===== config.mk =====
export PLATFORM = sky130hd
export DESIGN_NAME = btn_led_sequencer
export DESIGN_NICKNAME = d
export VERILOG_FILES = /design/src/rtl/btn_led_sequencer.sv
export SDC_FILE = /design/constraint.sdc
export NUM_CORES = 1
export LEC_CHECK = 0
export CORE_ASPECT_RATIO = 0.5
export CORE_UTILIZATION = 45
export DETAILED_ROUTE_END_ITERATION = 7
export GPL_TIMING_DRIVEN = 1
export SLEW_MARGIN = 15
export SYNTH_ARGS = -nofsm -noshare
export SYNTH_HDL_FRONTEND = slang
export SYNTH_SLANG_ARGS = --single-unit

===== constraint.sdc =====
create_clock -name clk -period 9.3 [get_ports clk]
set_clock_uncertainty 0.1 [all_clocks]
set_input_delay 0.93 -clock clk [delete_from_list [all_inputs] [get_ports clk]]
set_output_delay 0.93 -clock clk [all_outputs]
set_load 0.01 [all_outputs]

===== src/rtl/btn_led_sequencer.sv =====
// rtl/btn_led_sequencer.sv - debounced button sequencer stepping a one-hot LED pattern for a fixed number of laps
module btn_led_sequencer #(
  parameter int TICK_DIV     = 50000000,
  parameter int DEBOUNCE_CYC = 500000,
  parameter int NUM_LEDS     = 8,
  parameter int LAPS         = 3
) (
  input  logic                clk,
  input  logic                reset,
  input  logic                btn,
  output logic [NUM_LEDS-1:0] led,
  output logic [1:0]          state,
  output logic                busy,
  output logic                done_pulse
);

  localparam int PW   = (TICK_DIV > 1) ? $clog2(TICK_DIV) : 1;
  localparam int DW   = (DEBOUNCE_CYC > 0) ? $clog2(DEBOUNCE_CYC + 1) : 1;
  localparam int POSW = (NUM_LEDS > 1) ? $clog2(NUM_LEDS) : 1;
  localparam int LW   = (LAPS > 1) ? $clog2(LAPS) : 1;

  localparam logic [PW-1:0]   TICK_LAST = PW'(TICK_DIV - 1);
  localparam logic [DW-1:0]   DEB_LAST  = DW'(DEBOUNCE_CYC - 1);
  localparam logic [POSW-1:0] POS_LAST  = POSW'(NUM_LEDS - 1);
  localparam logic [LW-1:0]   LAP_LAST  = LW'(LAPS - 1);

  localparam logic [1:0] S_IDLE  = 2'd0;
  localparam logic [1:0] S_RUN   = 2'd1;
  localparam logic [1:0] S_PAUSE = 2'd2;
  localparam logic [1:0] S_DONE  = 2'd3;

  localparam logic [NUM_LEDS-1:0] LED_ONE = NUM_LEDS'(1);

  logic          sync0, btn_s, btn_db, btn_db_q;
  logic [DW-1:0] deb_cnt;
  logic          press;

  logic [PW-1:0]       presc, presc_nx;
  logic [POSW-1:0]     pos, pos_nx;
  logic [LW-1:0]       lap, lap_nx;
  logic [1:0]          state_nx;
  logic                done_nx;
  logic                tick;
  logic [NUM_LEDS-1:0] led_nx;

  // The counter holds the number of mismatching cycles seen so far; the level
  // is accepted on the DEBOUNCE_CYC-th consecutive mismatch.
  always_ff @(posedge clk) begin
    if (reset) begin
      sync0    <= 1'b0;
      btn_s    <= 1'b0;
      btn_db   <= 1'b0;
      btn_db_q <= 1'b0;
      deb_cnt  <= '0;
    end else begin
      sync0    <= btn;
      btn_s    <= sync0;
      btn_db_q <= btn_db;
      if (btn_s != btn_db) begin
        if (deb_cnt == DEB_LAST) begin
          btn_db  <= btn_s;
          deb_cnt <= '0;
        end else begin
          deb_cnt <= deb_cnt + 1'b1;
        end
      end else begin
        deb_cnt <= '0;
      end
    end
  end

  assign press = btn_db & ~btn_db_q;
  assign tick  = (state == S_RUN) && (presc == TICK_LAST);

  always_comb begin
    state_nx = state;
    pos_nx   = pos;
    lap_nx   = lap;
    presc_nx = presc;
    done_nx  = 1'b0;
    case (state)
      S_IDLE: begin
        if (press) begin
          state_nx = S_RUN;
          pos_nx   = '0;
          lap_nx   = '0;
          presc_nx = '0;
        end
      end
      S_RUN: begin
        presc_nx = tick ? '0 : presc + 1'b1;
        // A press in the same cycle as a tick pauses without stepping.
        if (press) begin
          state_nx = S_PAUSE;
        end else if (tick) begin
          if (pos == POS_LAST) begin
            pos_nx = '0;
            if (lap == LAP_LAST) begin
              state_nx = S_DONE;
              done_nx  = 1'b1;
            end else begin
              lap_nx = lap + 1'b1;
            end
          end else begin
            pos_nx = pos + 1'b1;
          end
        end
      end
      S_PAUSE: begin
        if (press) state_nx = S_RUN;
      end
      default: begin
        if (press) state_nx = S_IDLE;
      end
    endcase
  end

  always_comb begin
    led_nx = '0;
    case (state_nx)
      S_RUN, S_PAUSE: led_nx = LED_ONE << pos_nx;
      S_DONE:         led_nx = '1;
      default:        led_nx = '0;
    endcase
  end

  always_ff @(posedge clk) begin
    if (reset) begin
      state      <= S_IDLE;
      pos        <= '0;
      lap        <= '0;
      presc      <= '0;
      led        <= '0;
      busy       <= 1'b0;
      done_pulse <= 1'b0;
    end else begin
      state      <= state_nx;
      pos        <= pos_nx;
      lap        <= lap_nx;
      presc      <= presc_nx;
      led        <= led_nx;
      busy       <= (state_nx == S_RUN) || (state_nx == S_PAUSE);
      done_pulse <= done_nx;
    end
  end

endmodule


# [Yosys cells after proc, flatten, opt, wreduce, memory -nomap -nowiden]
# Index checks and enable logic that the tools add are counted.
[word_totals] inputBits=3 register_bits=66
[classes] bitwise_logic=6 eq_ne=15 n_addsub=4 mux=23 n_shift=1 n_reduce_logical=11
[ops] op="$mux W26" n=2
[ops] op="$pmux W26 S2" n=1
[ops] op="$add A26 B1 Y26 const B" n=1
[ops] op="$eq A26 B26 Y1 const B" n=1
[ops] op="$mux W2" n=11
[ops] op="$add A19 B1 Y19 const B" n=1
[ops] op="$eq A19 B19 Y1 const B" n=1
[ops] op="$pmux W8 S2" n=1
[ops] op="$mux W3" n=4
[ops] op="$eq A2 B2 Y1 const B" n=4
[ops] op="$ne A2 B2 Y1 const B" n=4
[ops] op="$pmux W2 S2" n=2
[ops] op="$shl A1 B3 Y8 const A" n=1
[ops] op="$pmux W3 S2" n=1
[ops] op="$reduce_and A6 Y1" n=1
[ops] op="$not A1 Y1" n=5
[ops] op="$reduce_or A5 Y1" n=1
[ops] op="$eq A2 B1 Y1 const B" n=2
[ops] op="$reduce_and A2 Y1" n=2
[ops] op="$reduce_or A2 Y1" n=2
[ops] op="$add A3 B1 Y3 const B" n=1
[ops] op="$eq A3 B3 Y1 const B" n=1
[ops] op="$reduce_or A3 Y1" n=1
[ops] op="$add A2 B1 Y2 const B" n=1
[ops] op="8 further kinds" n=8

# [Logic depth before layout (Yosys ltp)]
[logic_depth] word_depth=9 mapped_depth=13 ltp_nobuf=12

# [Least setup slack after synthesis]
# OpenSTA, ideal clock, no wires.
[synth_path] kind="reg2reg" from="reg presc[18]" to="reg led[4]" stages_incl_launch_ff=13 path_slack_ps=6358 synth_period_minus_slack_ps=2942 arrival_time_ps=2775 required_time_ps=9133 path_cell_list="dfxtp_1 -> or4_4 -> nor4_4 -> and2_1 -> buf_6 -> a31oi_1 -> a2bb2oi_1 -> inv_1 -> ha_1 -> nor2b_1 -> nor2b_1 -> or3b_4 -> o21ai_2"
[synth_via] elab_chain_len=8
[synth_rtl] item="from (decl)" line="38" source="logic [PW-1:0] presc, presc_nx;"
[synth_rtl] item="from (signal assigned)" line="140" source="presc <= presc_nx;"
[synth_rtl] item="$eq A26 B26 Y1 (*)" line="73" source="assign tick = (state == S_RUN) && (presc == TICK_LAST);"
[synth_rtl] item="$logic_and A1 B1 Y1 (*)" line="73"
[synth_rtl] item="$mux W2 (*)" line="95" source="end else if (tick) begin"
[synth_rtl] item="$mux W2 (*)" line="93" source="if (press) begin"
[synth_rtl] item="$pmux W2 S2 (*)" line="81" source="case (state)"
[synth_rtl] item="net state_nx[1]" line="41" source="logic [1:0] state_nx;"
[synth_rtl] item="$eq A2 B1 Y1 or $eq A2 B2 Y1 (tied branches)" line="120" source="case (state_nx)"
[synth_rtl] item="$reduce_or A2 Y1" line="120"
[synth_rtl] item="$pmux W8 S2 (*)" line="120"
[synth_rtl] item="to (signal assigned)" line="141" source="led <= led_nx;"
[synth_rtl] item="to (decl)" line="11" source="output logic [NUM_LEDS-1:0] led,"
# The timed path passes the listed nets; every way through them passes the cells marked *.
# A chain may end at the register's enable or synchronous reset.

# [Worst setup path in the final report]
[layout_path] from="reg presc[0]" to="reg led[4]"
# The elaborated chain is that of the path after synthesis.

==> impl_metrics.env <==
export IMPL_outcome="complete, no violations"
export IMPL_yosys_register_bits=66
export IMPL_worst_setup_path_start_kind="register"
export IMPL_r2r_setup_slack_ps=6040
export IMPL_power_per_cell_area_mw_per_mm2=177
export IMPL_yosys_warnings=0
export IMPL_leakage_nw=1.19
export IMPL_drc_errors=0
export IMPL_die_h_um=59.7
export IMPL_via_per_inst=5.27
export IMPL_setup_viol=0
export IMPL_path_class="register to register"
export IMPL_dp_hpwl_mm=4.39
export IMPL_drtIter0Drc=116
export IMPL_rsz0062_at_grt="false"
export IMPL_gp_congestion=0.824
export IMPL_worstRegToRegCells=12
export IMPL_cts_buffers_inserted=9
export IMPL_finalCriticalPeriod_ps=3260
export IMPL_vias=2375
export IMPL_ant_nets=0
export IMPL_dieArea_sq_mm=0.00701
export IMPL_tritoncts="built"
export IMPL_crit_fanout=7
export IMPL_crit_start="presc[0]$_SDFFE_PP0P_"
export IMPL_cts_sinks=66
export IMPL_slew_headroom=0.359
export IMPL_max_stage_delay_ps=460
export IMPL_vdd_ir_drop_max_mv=0.0991
export IMPL_required_ps=9470
export IMPL_hold_viol_final=0
export IMPL_h_tree_depth=3
export IMPL_nets=369
export IMPL_drive_gt1_frac=0.0634
export IMPL_ctsRootBufferMaster="clkbuf_16"
export IMPL_grt_pass1_wl_mm=10.7
export IMPL_crit_end="led[4]$_SDFF_PP0_"
export IMPL_grt_pass1_vias=2329
export IMPL_worstMarginPinSlew_ps=961
export IMPL_numPortBuffers=14
export IMPL_grt_start_max_net_pins=25
export IMPL_yosysSeqAreaShare=0.441
export IMPL_synth_fp_nets=354
export IMPL_clkTransAtPathRegs_ps=50
export IMPL_num_rows=20
export IMPL_p_total_uw=616
export IMPL_cp_cell_sequence="ha_1 -> nand3_1 -> nor3_1 -> and2_1 -> a31oi_1 -> a2bb2oi_1 -> inv_1 -> ha_1 -> nor2b_1 -> nor2b_1 -> or3b_4 -> o21ai_2"
export IMPL_timing_fmax_mhz=307
export IMPL_post_drt_wl_per_cell_um=13.8
export IMPL_clock_latency_ps=330
export IMPL_regToRegStartpoint="presc[0]$_SDFFE_PP0P_"
export IMPL_io_pins=15
export IMPL_cp_slowest_cell="nor3_1"
export IMPL_hold_path_class="register to register"
export IMPL_slew_viol_final=0
export IMPL_totalNegativeSetupSlack_ps=0
export IMPL_maxCapViolCount=0
export IMPL_synthDistinctLibCells=48
export IMPL_critical_path_endpoint_type="register"
export IMPL_clockBufferDepth=2
export IMPL_avgSynthCellArea_sq_um=8.71
export IMPL_synthCells=344
export IMPL_fillers=587
export IMPL_arrival_ps=3420
export IMPL_syn_to_final_growth_pct=16.3
export IMPL_first_pass_iters=4
export IMPL_die_w_um=117
export IMPL_period_share=0.350
export IMPL_synth_main_ff_cell="dfxtp_1"
export IMPL_synthArstFlopShare=0
export IMPL_coreArea_sq_mm=0.00626
export IMPL_syn_cell_area_sq_mm=0.00300
export IMPL_hold_buffers=0
export IMPL_synth_edf_count=0
export IMPL_post_cts_setup_buffers=0
export IMPL_antenna_cells=0
export IMPL_start_util=0.479
export IMPL_grt_use_total=0.201
export IMPL_globalRoute_totalOverflow=0
export IMPL_post_cts_resized=0
export IMPL_r2r_end="led[4]$_SDFF_PP0_"
export IMPL_routed_wirelength_mm=6.21
export IMPL_antenna_found_initial=0
-- sequential cells by signal, indices dropped and copies added, names as in the netlist --
signal,cells
presc,26
deb_cnt,19
led,8
pos,3
lap,2
state,2
btn_db,1
btn_db_q,1
btn_s,1
busy,1
done_pulse,1
sync0,1
-- area by class of cell --
type	count	area, sq um	share of cell area
clock buffers	12	246	0.0708
clock inverters	3	40.0	0.0115
inverters	11	41.3	0.0119
multi-input cells	257	1580	0.455
flip-flops and latches	66	1320	0.379
well taps	88	110	0.0316
repair buffers	14	140	0.0402
-- stage by stage --
stage / util / worst slack, ps / instance area, sq um / std cells / hold WS [ps]
finish: 0.557 / 6040 / 3480 / 451 / 349
CTS: 0.557 / 6060 / 3480 / 451 / 351
global route: 0.557 / 5800 / 3480 / 451 / 370
floorplan: - / 6360 / 3000 / 344 / 314
detailed placement: 0.511 / 6090 / 3200 / 436 / 344
global placement: 0.511 / 6140 / 3200 / 436 / 328
-- Yosys cell counts (2+ instances only) --
library cell | instances | area share
nor4_1 | 3 | 0.0063
inv_1 | 11 | 0.014
buf_1 | 2 | 0.0025
nand2_1 | 16 | 0.020
or3b_2 | 2 | 0.0058
nor2_1 | 71 | 0.089
nor3_1 | 12 | 0.020
and4_1 | 2 | 0.0058
o21ai_0 | 9 | 0.015
a31oi_1 | 3 | 0.0063
a21oi_1 | 4 | 0.0067
nand2b_1 | 3 | 0.0063
clkbuf_1 | 4 | 0.0050
nand4_1 | 11 | 0.023
nor2b_1 | 8 | 0.017
xor2_1 | 19 | 0.056
ha_1 | 7 | 0.029
mux2i_1 | 3 | 0.010
o21ai_2 | 2 | 0.0058
nand3_1 | 26 | 0.043
dfxtp_1 | 66 | 0.44
and2_1 | 2 | 0.0042
or3_1 | 4 | 0.0084
xnor2_1 | 22 | 0.064
buf_2 | 3 | 0.0050
nand4bb_1 | 2 | 0.0075
and3_1 | 6 | 0.013
-- where the power goes --
part,internal (mW),total [mW],switching (mW)
logic,0.00144,0.00504,0.00360
registers,0.284,0.284,0.000246
clock network,0.212,0.327,0.114
-- how the worst min path moves through the flow --
| stage | from | endpoint | slack (ps) | cells past startpoint |
|---|---|---|---|---|
| 2_1_floorplan | sync0$_SDFF_PP0_ | btn_s$_SDFF_PP0_ | 310 | 1 |
| 3_5_place_dp | deb_cnt[0]$_SDFF_PP0_ | deb_cnt[0]$_SDFF_PP0_ | 340 | 1 |
| 5_1_grt | sync0$_SDFF_PP0_ | btn_s$_SDFF_PP0_ | 370 | 1 |
| 3_3_place_gp | deb_cnt[0]$_SDFF_PP0_ | deb_cnt[0]$_SDFF_PP0_ | 330 | 1 |
| 6_report | deb_cnt[0]$_SDFF_PP0_ | deb_cnt[0]$_SDFF_PP0_ | 350 | 1 |
| 4_1_cts | deb_cnt[0]$_SDFF_PP0_ | deb_cnt[0]$_SDFF_PP0_ | 350 | 1 |
-- critical path: cells and delay by family, from the launching register on --
kind,cells,cell delay [ps]
and+or+nand+nor,6,1790
DFF,1,420
AOI/OAI and AO/OA,3,420
adders and majority gates,2,360
buffers and inverters,1,100
-- logic make-up after synthesis --
group,synth area share
xor gates and xnor gates,0.120
and+or+nand+nor,0.299
buffers and inverters,0.0301
muxes,0.0100
adders and majority gates,0.0292
AOI/OAI and AO/OA,0.0706
DFF,0.441
-- routing by layer --
| layer | up-vias | wire (um) | GRT usage |
|---|---|---|---|
| met3 | 12 | 260 | 0.0744 |
| met5 | - | 0 | 0 |
| met4 | 0 | 117 | 0.104 |
| met2 | 40 | 2760 | 0.327 |
| met1 | 1114 | 3070 | 0.239 |
| li1 | 1209 | - | - |
-- placed cells by master, fill, tap and decap left out, types with 3 or more instances in the layout --
cell             Yosys  final
a21oi_1              4      4
a31oi_1              3      3
and3_1               6      6
clkbuf_16            0      9
clkdlybuf4s50_1      0     14
dfxtp_1             66     66
ha_1                 7      7
inv_1               11     11
mux2i_1              3      3
nand2_1             16     16
nand2b_1             3      3
nand3_1             26     26
nand4_1             11     11
nor2_1              71     71
nor2b_1              8      8
nor3_1              12     12
nor4_1               3      3
o21ai_0              9      9
or3_1                4      4
xnor2_1             22     22
xor2_1              19     19
(Power assumes the default switching activity.)
